`config.mk`:
```
export PLATFORM = sky130hd
export DESIGN_NAME = vram_sprite_loader_flat
export DESIGN_NICKNAME = d
export VERILOG_FILES = /design/src/rtl/vram_sprite_loader_pkg.sv /design/src/rtl/vram_sprite_loader_if.sv /design/src/rtl/vram_sprite_loader_addr_gen.sv /design/src/rtl/vram_sprite_loader.sv /design/src/flat_wrapper.sv
export SDC_FILE = /design/constraint.sdc
export NUM_CORES = 1
export LEC_CHECK = 0
export BUFFER_PORTS_ARGS = -buffer_cell sky130_fd_sc_hd__buf_2
export CORE_MARGIN = 2
export CORE_UTILIZATION = 50
export CTS_CLUSTER_SIZE = 30
export DETAILED_ROUTE_END_ITERATION = 8
export HOLD_SLACK_MARGIN = 0.05
export PLACE_DENSITY = 0.72
export SETUP_SLACK_MARGIN = 0.05
export SLEW_MARGIN = 20
export SYNTH_ARGS = -nofsm -noshare
export SYNTH_HDL_FRONTEND = slang
export SYNTH_HIERARCHICAL = 1
export SYNTH_SLANG_ARGS = --single-unit
```
`constraint.sdc`:
```
create_clock -name clk -period 2.44 [get_ports clk]
set_input_delay 0.244 -clock clk [delete_from_list [all_inputs] [get_ports clk]]
set_output_delay 0.244 -clock clk [all_outputs]
set_load 0.01 [all_outputs]
```
`src/rtl/vram_sprite_loader_pkg.sv`:
```
// Shared VGA sprite definitions: the loader and the drawer must agree on
// the frame geometry and address width, so both import this package.
package vga_pkg;

  localparam int DEF_SPRITE_WIDTH  = 200;
  localparam int DEF_SPRITE_HEIGHT = 230;
  localparam int DEF_ADDR_W        = 18;
  localparam int PIX_W             = 8;

  typedef enum logic [1:0] {
    IDLE,
    RECV,
    DONE
  } loader_state_t;

endpackage

```
`src/rtl/vram_sprite_loader_if.sv`:
```
// Pixel stream in (valid/ready) plus the VRAM write port, bundled so the
// loader and its neighbours connect through a single port.
interface vram_sprite_loader_if #(
  parameter int ADDR_W = vga_pkg::DEF_ADDR_W
);
  import vga_pkg::*;

  logic              s_valid;
  logic              s_sof;
  logic [PIX_W-1:0]  s_data;
  logic              s_ready;
  logic              wr_stall;
  logic              vram_we;
  logic [ADDR_W-1:0] vram_waddr;
  logic [PIX_W-1:0]  vram_wdata;

  // Pixel source and VRAM port side.
  modport master (
    output s_valid, s_sof, s_data, wr_stall,
    input  s_ready, vram_we, vram_waddr, vram_wdata
  );

  // Loader side.
  modport slave (
    input  s_valid, s_sof, s_data, wr_stall,
    output s_ready, vram_we, vram_waddr, vram_wdata
  );

endinterface

```
`src/rtl/vram_sprite_loader_addr_gen.sv`:
```
// Row-major write address generator. row_base accumulates SPRITE_WIDTH on
// each row wrap, so the address is a plain sum with no multiplier.
module sprite_addr_gen
  import vga_pkg::*;
#(
  parameter int SPRITE_WIDTH  = DEF_SPRITE_WIDTH,
  parameter int SPRITE_HEIGHT = DEF_SPRITE_HEIGHT,
  parameter int VRAM_BASE     = 0,
  parameter int ADDR_W        = DEF_ADDR_W
) (
  input  logic              clk,
  input  logic              rst,
  input  logic              advance,
  input  logic              restart,
  output logic [ADDR_W-1:0] addr,
  output logic              last
);

  localparam logic [ADDR_W-1:0] COL_MAX    = ADDR_W'(SPRITE_WIDTH - 1);
  localparam logic [ADDR_W-1:0] ROW_MAX    = ADDR_W'(SPRITE_HEIGHT - 1);
  localparam logic [ADDR_W-1:0] WIDTH_STEP = ADDR_W'(SPRITE_WIDTH);
  localparam logic [ADDR_W-1:0] BASE       = ADDR_W'(VRAM_BASE);

  // The restart beat itself lands on (0,0); these give the position after it.
  // A one-pixel-wide sprite wraps straight to the next row, and a 1x1 sprite
  // is already complete, so the counters go back to zero.
  localparam bit               ONE_COL      = (SPRITE_WIDTH == 1);
  localparam bit               MULTI_ROW    = (SPRITE_HEIGHT > 1);
  localparam logic [ADDR_W-1:0] RESTART_COL = ONE_COL ? '0 : ADDR_W'(1);
  localparam logic [ADDR_W-1:0] RESTART_ROW = (ONE_COL && MULTI_ROW) ? ADDR_W'(1) : '0;
  localparam logic [ADDR_W-1:0] RESTART_RB  = (ONE_COL && MULTI_ROW) ? WIDTH_STEP : '0;

  logic [ADDR_W-1:0] col;
  logic [ADDR_W-1:0] row;
  logic [ADDR_W-1:0] row_base;
  logic              col_wrap;

  assign col_wrap = (col == COL_MAX);
  assign last     = col_wrap && (row == ROW_MAX);
  assign addr     = BASE + row_base + col;

  // Position counters: restart wins over advance; the last pixel rewinds to 0.
  always_ff @(posedge clk) begin
    if (rst) begin
      col      <= '0;
      row      <= '0;
      row_base <= '0;
    end else if (restart) begin
      col      <= RESTART_COL;
      row      <= RESTART_ROW;
      row_base <= RESTART_RB;
    end else if (advance) begin
      if (last) begin
        col      <= '0;
        row      <= '0;
        row_base <= '0;
      end else if (col_wrap) begin
        col      <= '0;
        row      <= row + ADDR_W'(1);
        row_base <= row_base + WIDTH_STEP;
      end else begin
        col <= col + ADDR_W'(1);
      end
    end
  end

endmodule

```
`src/rtl/vram_sprite_loader.sv`:
```
// Sprite frame loader: takes a byte-wide pixel stream and writes one frame
// into VRAM in the same row-major order the drawer reads it back.
module vram_sprite_loader
  import vga_pkg::*;
#(
  parameter int SPRITE_WIDTH  = DEF_SPRITE_WIDTH,
  parameter int SPRITE_HEIGHT = DEF_SPRITE_HEIGHT,
  parameter int VRAM_BASE     = 0,
  parameter int ADDR_W        = DEF_ADDR_W
) (
  input  logic                 clk,
  input  logic                 rst,
  vram_sprite_loader_if.slave  bus,
  output logic                 frame_done,
  output logic                 frame_err,
  output logic                 busy
);

  localparam logic [ADDR_W-1:0] BASE        = ADDR_W'(VRAM_BASE);
  localparam bit                SOF_IS_LAST = (SPRITE_WIDTH == 1) && (SPRITE_HEIGHT == 1);

  loader_state_t     state;
  loader_state_t     state_next;
  logic              ready;
  logic              accept;
  logic              restart;
  logic              advance;
  logic              wr_en;
  logic              err_next;
  logic              done_next;
  logic              last;
  logic [ADDR_W-1:0] cur_addr;
  logic              we_q;
  logic [ADDR_W-1:0] waddr_q;
  logic [PIX_W-1:0]  wdata_q;

  sprite_addr_gen #(
    .SPRITE_WIDTH  (SPRITE_WIDTH),
    .SPRITE_HEIGHT (SPRITE_HEIGHT),
    .VRAM_BASE     (VRAM_BASE),
    .ADDR_W        (ADDR_W)
  ) u_addr_gen (
    .clk     (clk),
    .rst     (rst),
    .advance (advance),
    .restart (restart),
    .addr    (cur_addr),
    .last    (last)
  );

  assign ready          = (state == IDLE) || ((state == RECV) && !bus.wr_stall);
  assign accept         = bus.s_valid && ready;
  assign bus.s_ready    = ready;
  assign bus.vram_we    = we_q;
  assign bus.vram_waddr = waddr_q;
  assign bus.vram_wdata = wdata_q;
  assign busy           = (state == RECV);
  assign done_next      = wr_en && (state_next == DONE);

  // State register.
  always_ff @(posedge clk) begin
    if (rst) begin
      state <= IDLE;
    end else begin
      state <= state_next;
    end
  end

  // Next state and per-beat control: what to write and how the counters move.
  always_comb begin
    state_next = state;
    restart    = 1'b0;
    advance    = 1'b0;
    wr_en      = 1'b0;
    err_next   = 1'b0;
    case (state)
      IDLE: begin
        if (accept && bus.s_sof) begin
          restart    = 1'b1;
          wr_en      = 1'b1;
          state_next = SOF_IS_LAST ? DONE : RECV;
        end
      end
      RECV: begin
        if (accept) begin
          wr_en = 1'b1;
          if (bus.s_sof) begin
            restart    = 1'b1;
            err_next   = 1'b1;
            state_next = SOF_IS_LAST ? DONE : RECV;
          end else begin
            advance = 1'b1;
            if (last) begin
              state_next = DONE;
            end
          end
        end
      end
      DONE: begin
        state_next = IDLE;
      end
      default: begin
        state_next = IDLE;
      end
    endcase
  end

  // Registered write port and status pulses, one cycle behind the accepted beat.
  always_ff @(posedge clk) begin
    if (rst) begin
      we_q       <= 1'b0;
      waddr_q    <= '0;
      wdata_q    <= '0;
      frame_done <= 1'b0;
      frame_err  <= 1'b0;
    end else begin
      we_q       <= wr_en;
      frame_done <= done_next;
      frame_err  <= err_next;
      if (wr_en) begin
        waddr_q <= restart ? BASE : cur_addr;
        wdata_q <= bus.s_data;
      end
    end
  end

endmodule

```
`src/flat_wrapper.sv`:
```
// flat-port wrapper written by rule: the top's interface ports become plain ports
module vram_sprite_loader_flat import vga_pkg::*;
#(
  parameter int SPRITE_WIDTH  = DEF_SPRITE_WIDTH,
  parameter int SPRITE_HEIGHT = DEF_SPRITE_HEIGHT,
  parameter int VRAM_BASE     = 0,
  parameter int ADDR_W        = DEF_ADDR_W
)
  (clk, rst, frame_done, frame_err, busy, bus_s_valid, bus_s_sof, bus_s_data, bus_wr_stall, bus_s_ready, bus_vram_we, bus_vram_waddr, bus_vram_wdata);
  vram_sprite_loader_if #(.ADDR_W(ADDR_W)) bus_i ();
  input  logic clk;
  input  logic rst;
  output logic frame_done;
  output logic frame_err;
  output logic busy;
  input wire logic [$bits(bus_i.s_valid)-1:0] bus_s_valid;
  input wire logic [$bits(bus_i.s_sof)-1:0] bus_s_sof;
  input wire logic [$bits(bus_i.s_data)-1:0] bus_s_data;
  input wire logic [$bits(bus_i.wr_stall)-1:0] bus_wr_stall;
  output wire logic [$bits(bus_i.s_ready)-1:0] bus_s_ready;
  output wire logic [$bits(bus_i.vram_we)-1:0] bus_vram_we;
  output wire logic [$bits(bus_i.vram_waddr)-1:0] bus_vram_waddr;
  output wire logic [$bits(bus_i.vram_wdata)-1:0] bus_vram_wdata;
  assign bus_i.s_valid = bus_s_valid;
  assign bus_i.s_sof = bus_s_sof;
  assign bus_i.s_data = bus_s_data;
  assign bus_i.wr_stall = bus_wr_stall;
  assign bus_s_ready = bus_i.s_ready;
  assign bus_vram_we = bus_i.vram_we;
  assign bus_vram_waddr = bus_i.vram_waddr;
  assign bus_vram_wdata = bus_i.vram_wdata;
  vram_sprite_loader #(.SPRITE_WIDTH(SPRITE_WIDTH), .SPRITE_HEIGHT(SPRITE_HEIGHT), .VRAM_BASE(VRAM_BASE), .ADDR_W(ADDR_W)) u_core (.clk(clk), .rst(rst), .bus(bus_i), .frame_done(frame_done), .frame_err(frame_err), .busy(busy));
endmodule
```
; Yosys cells after proc, flatten, opt, wreduce, memory -nomap -nowiden
; Cells that the tools add are included.
[op_classes]
n_addsub = 4
n_mul = 0
div_mod_pow = 0
order_cmp = 0
n_eq_ne = 4
n_shift = 0
muxes = 23
bitwise = 1
reduce_logical = 13
[ops]
columns = cell, count
row1 = two-way mux 18 bit, 7
row2 = "adder 18 x 1 -> 18 bit, second input constant", 2
row3 = "equality test 18 x 8 -> 1 bit, second input constant", 2
row4 = adder 18 bit, 1
row5 = "adder 18 x 8 -> 18 bit, second input constant", 1
row6 = two-way mux 1 bit, 9
row7 = two-way mux 2 bit, 4
row8 = logical AND 1 bit, 5
row9 = one-hot mux 1 bit (2 select lines), 2
row10 = one-hot mux 2 bit (2 select lines), 1
row11 = nonzero test 2 bit, 2
row12 = OR reduction 2 bit, 2
row13 = "equality test 2 x 1 -> 1 bit, second input constant", 1
row14 = "equality test 2 bit, second input constant", 1
row15 = zero test 2 bit, 1
row16 = AND reduction 2 bit, 1
row17 = zero test 1 bit, 1
row18 = logical OR 1 bit, 1
row19 = NOT 1 bit, 1
[word_totals]
reg_bits = 85
latchBits = 0
mem_bits_rw = 0
romBits = 0
inputBits = 13
output_inout_bits = 31
memories = 0

; Depth between registers and ports, before layout
; Gate-level depths: netlist of run 1.
[logic_depth]
ltp_word = 9
depth_mapped = 9
mapped_depth_nobuf = 8

; Modules after synthesis
; Netlist of run 1, hierarchy kept.
[modules_own_cells]
columns = mod, n_inst, cells_per_inst, area_each_um2
row1 = sprite_addr_gen, 1, 410, 3337.0
row2 = vram_sprite_loader, 1, 101, 1138.6

; Worst setup path before layout of run 1
; OpenSTA, ideal clock, no wires.
[synth_path]
path_type = reg-to-reg
startpoint = register u_core.u_addr_gen.col[10]
endpoint = register u_core.waddr_q[15] (netlist: u_core/bus.vram_waddr[15])
t_arrival_ns = 2.210
required_time_ns = 2.380
path_slack_ns = 0.171
stages_incl_launch_ff = 9
n_path_buf = 1
cell_sequence = dfxtp_1 > ha_1 > buf_2 > a21o_1 > or4_1 > a41o_1 > a2111o_1 > nand3_1 > a32o_2
[synth_between]
elab_chain_cells = 2
[synth_rtl]
columns = item, line_no
row1 = start: declaration, vram_sprite_loader_addr_gen.sv:33  ; logic [ADDR_W-1:0] col;
row2 = start signal: assignment, vram_sprite_loader_addr_gen.sv:62  ; col <= col + ADDR_W'(1);
row3 = adder 18 bit, vram_sprite_loader_addr_gen.sv:40  ; assign addr = BASE + row_base + col;
row4 = named net u_core.cur_addr[15], vram_sprite_loader.sv:32  ; logic [ADDR_W-1:0] cur_addr;
row5 = two-way mux 18 bit, vram_sprite_loader.sv:121  ; waddr_q <= restart ? BASE : cur_addr;
row6 = end signal: assignment, vram_sprite_loader.sv:121
row7 = end: declaration, vram_sprite_loader.sv:34  ; logic [ADDR_W-1:0] waddr_q;
; The timed path passes the listed nets, and every way through them passes these cells.
; A chain may end at the register's enable or synchronous reset.

; Worst setup path in the final report of run 1
; Same ends and word-level chain as after synthesis.

==> run_results.csv, run 1 <==
group,metric,value,unit
clock_network,cts_hold_buf,0,
setup_path,path_class,"flop to flop",
setup_path,cp_max_fo,6,
run_status,run_status,"completed",
grt,grt_pass1_wl,16.8,mm
floorplan,die_w,98.6,um
grt,grt_max_degree,24,
yosys,yosysUniqueCellTypes,66,
setup_path,regToRegStartpoint,"u_core/u_addr_gen/col[10]$_SDFFE_PP0P_",
layout,insertedDiodeCount,0,
sta,fmax,437,MHz
power_and_ir_drop,power_leakage,2.03,nW
power_and_ir_drop,p_per_area,485,nW/um^2
routing,drt-total-wl,10.1,mm
clock_network,clk_latency,0.35,ns
sta,hold_ws,0.124,ns
routing,drcViolationCount,0,
setup_path,crit_buf_inv,0,
floorplan,core-area,8720,um^2
setup_path,max_stage_delay,0.44,ns
sta,final.setup_skew,0.0124,ns
floorplan,die_area,9720,um^2
min_path,hold_start,"bus_s_data[1]",
routing,drt_iter0_drc,205,
setup_path,reg2reg_slack,0.15,ns
routing,drt-vias-per-instance,5.79,
yosys,yosysWarnings,6,
power_and_ir_drop,p_switching,602,uW
setup_path,critical_path_required,2.74,ns
routing,firstDrtPassIters,6,
sta,worst_slew_pin_slew,0.610,ns
power_and_ir_drop,internal_power,1.88,mW
min_path,hold_end,"u_core/bus.vram_wdata[1]$_SDFFE_PP0P_",
yosys,synth_ff_type,"dfxtp_1",
setup_path,r2r_end,"u_core/bus.vram_waddr[15]$_SDFFE_PP0P_",
power_and_ir_drop,swShare,24.2,%
clock_network,clockBufferDepth,2,
layout,finalNetCount,599,
sta,period_minus_slack,2.29,ns
place,gp_congestion,0.881,
yosys,synth_edf_count,0,
yosys,syn_inst,511,
routing,antenna_left,0,
clock_network,root_buffer,"clkbuf_8",
power_and_ir_drop,peakVddDrop,0.000278,V
setup_path,reg2reg_depth,7,
sta,drv_slew,0,
clock_network,cts_tree,"yes",
sta,period_share,93.8,%
grt,top_usage_layer,"met2",
min_path,hp-class,"input port to flop",
grt,antenna_found_initial,0,
layout,area_growth,14.4,%
setup_path,worst_setup_path_start_kind,"flop",
floorplan,die_y,98.6,um
routing,wl_per_cell,14.8,um
routing,vias,3935,
clock_network,cts_buffers,9,
setup_path,cp-end-kind,"flop",
power_and_ir_drop,p_comb_share,5.2,%
floorplan,rows,34,
power_and_ir_drop,power_frac_seq,54.6,%
setup_path,cp_top_family,"compound AO/OA/AOI/OAI gates",
grt,grt_pass1_vias,3650,
place,portBuffers,43,
yosys,yosysSeqAreaShare,36.7,%
sta,setup_viol,0,
setup_path,crit_chain,"ha_2 -> a21o_1 -> or4_1 -> a41o_1 -> a2111o_1 -> nand3_1 -> a32o_2",
floorplan,initial_core_util,51.3,%
sta,rsz0062_at_grt,"true",
clock_network,cts_max_level,3,
setup_path,crit_slowest_cell,"or4_1",
grt,grt-ovfl-total,0,
clock_network,clock_sinks,82,
layout,layout-drive-gt1-share,21.0,%
sta,hold_viol_final,0,
power_and_ir_drop,finalPower,2.49,mW
clock_network,clk_pin_slew,0.09,ns
yosys,synth_seq_cells,82,
grt,grtUsageMet3,4.18,%
floorplan,io-pin-count,44,
yosys,synth_area,4480,um^2
place,hpwl,7.36,mm
grt,grt_util_met1,27.7,%
sta,slew_headroom,59.1,%
min_path,whs_path_depth,3,
flow_run,maxCapViolCount,0,
yosys,postSynth.asyncResetShare,0,%
setup_path,crit_arrival,2.59,ns
yosys,synth_nets,543,
grt,met2_usage,34.5,%
grt,grt_usage,20.9,%
sta,finalSetupTns,0,ns
yosys,avgSynthCellArea,8.76,um^2
power_and_ir_drop,clock_power_share,40.2,%
-- layout by cell type, fill, tap and decap left out, drive strengths merged, types with 3 or more instances in the layout --
master,instances
ha,19
a32o,18
xnor2,40
xor2,9
or3,3
nor4,18
nor3b,5
mux2i,12
nand3,27
nor2b,3
and4,5
nor2,57
nand2,45
nand4b,3
dfxtp,82
clkbuf,9
and2,3
buf,66
a21oi,25
o21ai,17
and3,7
nand4,13
o211ai,4
nor4b,4
clkinv,4
nor3,15
inv,22
-- cells by family (layout without fill, tap and decap cells) --
logic type      after synthesis  in the layout  synth area share [%]
fa+ha+maj                    19             19                  5.31
flops                        82             82                  36.7
xor+xnor                     49             49                  9.59
other cells                   1              1                0.0838
mux                          12             12                  2.68
buf+inv                      42            102                  4.56
simple gates                218            218                  26.5
compound gates               88             89                  14.6
-- layout make-up --
cell class | instances | area, um^2
clock buffers | 9 | 124
clock inverters | 7 | 75.1
fillers | 770 | 3600
inverters | 20 | 75.1
multi-input cells | 388 | 2660
flip-flops and latches | 82 | 1650
well taps | 108 | 135
repair buffers | 66 | 400
-- state kept, by name (all words and copies together), names as in the netlist --
signal,count
u_core/state,2
u_core/frame_done,1
u_core/bus.vram_wdata,8
u_core/u_addr_gen/row,18
u_core/bus.vram_we,1
u_core/u_addr_gen/row_base,15
u_core/frame_err,1
u_core/u_addr_gen/col,18
u_core/bus.vram_waddr,18
-- worst max-delay path by stage --
stage / start / to / slack, ns / cells after the start
2_1_floorplan: u_core/u_addr_gen/col[10]$_SDFFE_PP0P_ / u_core/bus.vram_waddr[15]$_SDFFE_PP0P_ / 0.17 / 8
3_3_place_gp: u_core/u_addr_gen/col[10]$_SDFFE_PP0P_ / u_core/bus.vram_waddr[15]$_SDFFE_PP0P_ / 0.18 / 7
3_5_place_dp: u_core/u_addr_gen/col[10]$_SDFFE_PP0P_ / u_core/bus.vram_waddr[15]$_SDFFE_PP0P_ / 0.1 / 7
4_1_cts: u_core/u_addr_gen/col[10]$_SDFFE_PP0P_ / u_core/bus.vram_waddr[15]$_SDFFE_PP0P_ / 0.05 / 7
5_1_grt: u_core/state[1]$_SDFF_PP0_ / u_core/u_addr_gen/row[8]$_SDFFE_PP0P_ / 0.01 / 9
6_report: u_core/u_addr_gen/col[10]$_SDFFE_PP0P_ / u_core/bus.vram_waddr[15]$_SDFFE_PP0P_ / 0.15 / 7
-- worst min-delay path, stage by stage --
cell and delay [ns]:
buf_2 0.09, nand2_1 0.04, mux2i_1 0.05
-- Yosys cell counts (9+ instances only) --
cell type	number	area (um^2)
o21ai_0	14	70.1
xor2_1	9	78.8
nand3_1	25	125
mux2i_1	12	120
dfxtp_1	82	1640
nor4_1	16	100
xnor2_1	40	350
nand2_1	44	165
a32o_2	15	169
inv_1	19	71.3
ha_1	19	238
nor2_1	57	214
nor3_1	15	75.1
clkbuf_1	9	33.8
a21oi_1	25	125
nand4_1	13	81.3
-- per-stage QoR --
stage,setup slack [ns],instance area [um^2],std cells,utilization (%)
2_1_floorplan,0.171,4480,511,-
3_3_place_gp,0.185,4850,659,55.6
3_5_place_dp,0.0953,4850,659,55.6
4_1_cts,0.0549,5050,675,57.9
5_1_grt,0.00981,5120,680,58.7
6_report,0.151,5120,680,58.7
-- per-layer routing --
metal  wire length [um]  vias up  share of wire, %
li1                   -     1972                 -
met4                144        0               1.4
met1               4810     1838                48
met5                  0        -                 0
met2               4660      110                46
met3                479       15               4.7
-- timing repair --
action                                 CTS  global route
gates resized for setup                  1            11
pin swaps                                0             2
buffers inserted                         0             4
gates cloned                             0             1
endpoints found under the hold margin    0             0
setup endpoints to repair                1            23
-- power by group through the flow --
stage	clock (mW)	sequential (mW)	combinational, mW
global route	1.08	1.36	0.145
floorplan	0	1.39	0.0754
global placement	0	1.39	0.122
finish	0.999	1.36	0.130
CTS	1.04	1.36	0.124
detailed placement	0	1.39	0.123
Note: power is estimated with default switching activity, not from simulation.
==> run 2: changes to the inputs <==
Settings changed: ABC_AREA set to 1, PLACE_DENSITY 0.72 to 0.67, SKIP_LAST_GASP set to 1.
==> run 2 against run 1 <==
  * Clock power rose by 7%
  * Largest cell class unchanged
  * First-iteration DRC count rose by 69%
  * Worst hold slack got worse by 0.025 ns
  * Critical path type unchanged
  * Register-to-register slack improved by 0.28 ns
  * Final cell count rose by 48%
  * Routed wire length rose by 33%
  * Non-clock buffer count fell by 19
  * Critical endpoint is now u_core/bus.vram_waddr[16]$_SDFFE_PP0P_
  * Area after synthesis rose by 20%
==> run_results.csv, run 2 <==
group,metric,value,unit
run_status,run_status,"completed",
routing,drt_iter0_drc,347,
clock_network,clock_sinks,82,
setup_path,crit_buf_inv,1,
clock_network,clk_pin_slew,0.09,ns
layout,layout-drive-gt1-share,12.9,%
grt,grt_pass1_wl,22.3,mm
grt,grt-ovfl-total,0,
clock_network,post_cts_buffers,0,
layout,finalNetCount,897,
flow_run,maxCapViolCount,0,
grt,antenna_found_initial,0,
clock_network,clockBufferDepth,2,
floorplan,io-pin-count,44,
yosys,yosysWarnings,6,
routing,vias,5203,
layout,post-route-util,56.2,%
clock_network,cts_resized,0,
yosys,synth_most_common_cell,"nand2_1",
sta,worst_slew_pin_slew,0.677,ns
clock_network,root_buffer,"clkbuf_8",
clock_network,clk_latency,0.37,ns
layout,insertedDiodeCount,0,
routing,firstDrtPassIters,5,
grt,grt_max_degree,29,
clock_network,cts_buffers,9,
routing,drt-vias-per-instance,5.17,
routing,antenna_left,0,
setup_path,crit_cells,12,
yosys,syn_inst,829,
setup_path,worst_setup_path_start_kind,"flop",
grt,grt_pass1_vias,4799,
floorplan,core-area,10400,um^2
sta,setup_viol,0,
yosys,synth_nets,861,
layout,seqCellArea,1640,um^2
sta,period_minus_slack,2.01,ns
setup_path,path_class,"flop to flop",
routing,drcViolationCount,0,
floorplan,die_w,108,um
floorplan,rows,37,
clock_network,cts_tree,"yes",
setup_path,reg2reg_slack,0.43,ns
power_and_ir_drop,peakVddDrop,0.000312,V
layout,final_common_cell,"nand2_1",
sta,drv_slew,0,
clock_network,cts_hold_buf,0,
yosys,synth_edf_count,0,
yosys,synth_top_area_share,30.6,%
layout,mostFrequentLayoutCells,"225 x nand2_1, 135 x nor2_1, 96 x inv_1",
setup_path,critical_path_required,2.71,ns
floorplan,initial_core_util,51.8,%
yosys,postSynth.asyncResetShare,0,%
setup_path,regToRegStartpoint,"u_core/u_addr_gen/col[11]$_SDFFE_PP0P_",
setup_path,reg2reg_depth,12,
sta,rsz0062_at_grt,"false",
sta,finalSetupTns,0,ns
yosys,synth_common_cells,"225 x nand2_1, 135 x nor2_1, 96 x inv_1",
routing,drt-total-wl,13.4,mm
power_and_ir_drop,p_per_area,464,nW/um^2
sta,final.setup_skew,0.00780,ns
yosys,synth_area,5370,um^2
setup_path,cp-startpoint,"u_core/u_addr_gen/col[11]$_SDFFE_PP0P_",
yosys,synth_ff_type,"dfxtp_1",
layout,area_growth,8.50,%
setup_path,crit_arrival,2.27,ns
yosys,avgSynthCellArea,6.48,um^2
setup_path,cp-end-kind,"flop",
yosys,synth_area_leader_cell,"dfxtp_1",
yosys,yosysSeqAreaShare,30.6,%
layout,multiInputGateArea,3180,um^2
yosys,yosys-top-cells-area,"dfxtp_1 31%, nand2_1 16%, nor2_1 9.4%",
sta,fmax,499,MHz
clock_network,cts_max_level,3,
floorplan,die_y,108,um
setup_path,timing.critical_path.to,"u_core/bus.vram_waddr[16]$_SDFFE_PP0P_",
setup_path,cp_top_family,"simple AND/OR/NAND/NOR gates",
sta,hold_viol_final,0,
setup_path,r2r_end,"u_core/bus.vram_waddr[16]$_SDFFE_PP0P_",
sta,slew_headroom,54.6,%
yosys,synth_seq_cells,82,
setup_path,cp_max_fo,6,
yosys,yosysUniqueCellTypes,45,
setup_path,crit_chain,"ha_1 -> a21o_1 -> a21oi_1 -> nor2_1 -> nor2_1 -> nand2_1 -> nand2_1 -> nand2_1 -> nand2_1 -> nand2_1 -> inv_1 -> nor2_1",
floorplan,die_area,11600,um^2
sta,period_share,82.2,%
place,portBuffers,43,
place,hpwl,10.2,mm
power_and_ir_drop,power_leakage,2.73,nW
setup_path,crit_top_cell,"nand2_1",
grt,grt_usage,24.3,%
setup_path,max_stage_delay,0.51,ns
setup_path,crit_slowest_cell,"dfxtp_1",
min_path,hp-class,"input port to flop",
layout,fillers,1073,
routing,wl_per_cell,13.3,um
sta,hold_ws,0.0990,ns
place,gp_congestion,0.921,
[run 2: changes by cell type after synthesis, sizes merged, moves of 25 or more]
cell	delta
inv	+80
nor2	+94
nand3	+45
nand2	+185
a21oi	+25
xnor2	-37
[run 2: how the worst min path moves through the flow]
| stage | startpoint | endpoint | cells after the start |
|---|---|---|---|
| 6_report | bus_s_data[5] | u_core/bus.vram_wdata[5]$_SDFFE_PP0P_ | 3 |
| 4_1_cts | bus_s_data[5] | u_core/bus.vram_wdata[5]$_SDFFE_PP0P_ | 3 |
| 3_5_place_dp | u_core/bus.vram_waddr[9]$_SDFFE_PP0P_ | u_core/bus.vram_waddr[9]$_SDFFE_PP0P_ | 2 |
| 5_1_grt | bus_s_data[0] | u_core/bus.vram_wdata[0]$_SDFFE_PP0P_ | 3 |
| 2_1_floorplan | rst | u_core/bus.vram_we$_SDFF_PP0_ | 1 |
| 3_3_place_gp | u_core/bus.vram_waddr[3]$_SDFFE_PP0P_ | u_core/bus.vram_waddr[3]$_SDFFE_PP0P_ | 2 |
[run 2: through the flow]
step	setup slack, ns	total power, mW	cell area [um^2]	cells
2_1_floorplan	0.491	1.59	5370	829
3_3_place_gp	0.515	1.66	5620	990
3_5_place_dp	0.500	1.67	5620	990
4_1_cts	0.482	2.74	5830	1006
5_1_grt	0.222	2.84	5830	1006
6_report	0.435	2.71	5830	1006
[run 2: worst min-delay path: cells and delay by family]
kind / cells / cell delay, ns
compound gates: 1 / 0.03
buf+inv: 1 / 0.07
simple gates: 1 / 0.08
[run 2: final cells by class]
cell class	instances	share of cell area (%)
repair buffers	47	4.21
well taps	136	2.92
clock inverters	4	0.966
inverters	102	6.61
multi-input cells	623	54.5
flip-flops and latches	82	28.2
clock buffers	12	2.66
[run 2: report_power, final]
part	internal [mW]	switching, mW	total [mW]
clock	0.539	0.534	1.07
sequential	1.37	0.0205	1.40
combinational	0.0883	0.149	0.237
total	2.00	0.703	2.71
[run 2: cell families (layout without fill, tap and decap cells)]
| kind of cell | Yosys count | after routing | synth area share (%) |
|---|---|---|---|
| buffers and inverters | 124 | 165 | 10.3 |
| adder cells (fa/ha/maj) | 19 | 19 | 4.42 |
| AND/OR/NAND/NOR | 501 | 501 | 42.3 |
| other | 1 | 1 | 0.0698 |
| flip-flops | 82 | 82 | 30.6 |
| AO/OA/AOI/OAI | 82 | 82 | 9.04 |
| XOR/XNOR | 20 | 20 | 3.26 |
[run 2: layer usage]
layer	share of wire (%)	wire length, um	vias up	track usage, %
met5	0	0	-	0
met4	1.2	155	0	6.50
met3	5.0	667	12	5.69
met2	47	6320	119	40.7
met1	47	6270	2367	31.4
li1	-	-	2705	-
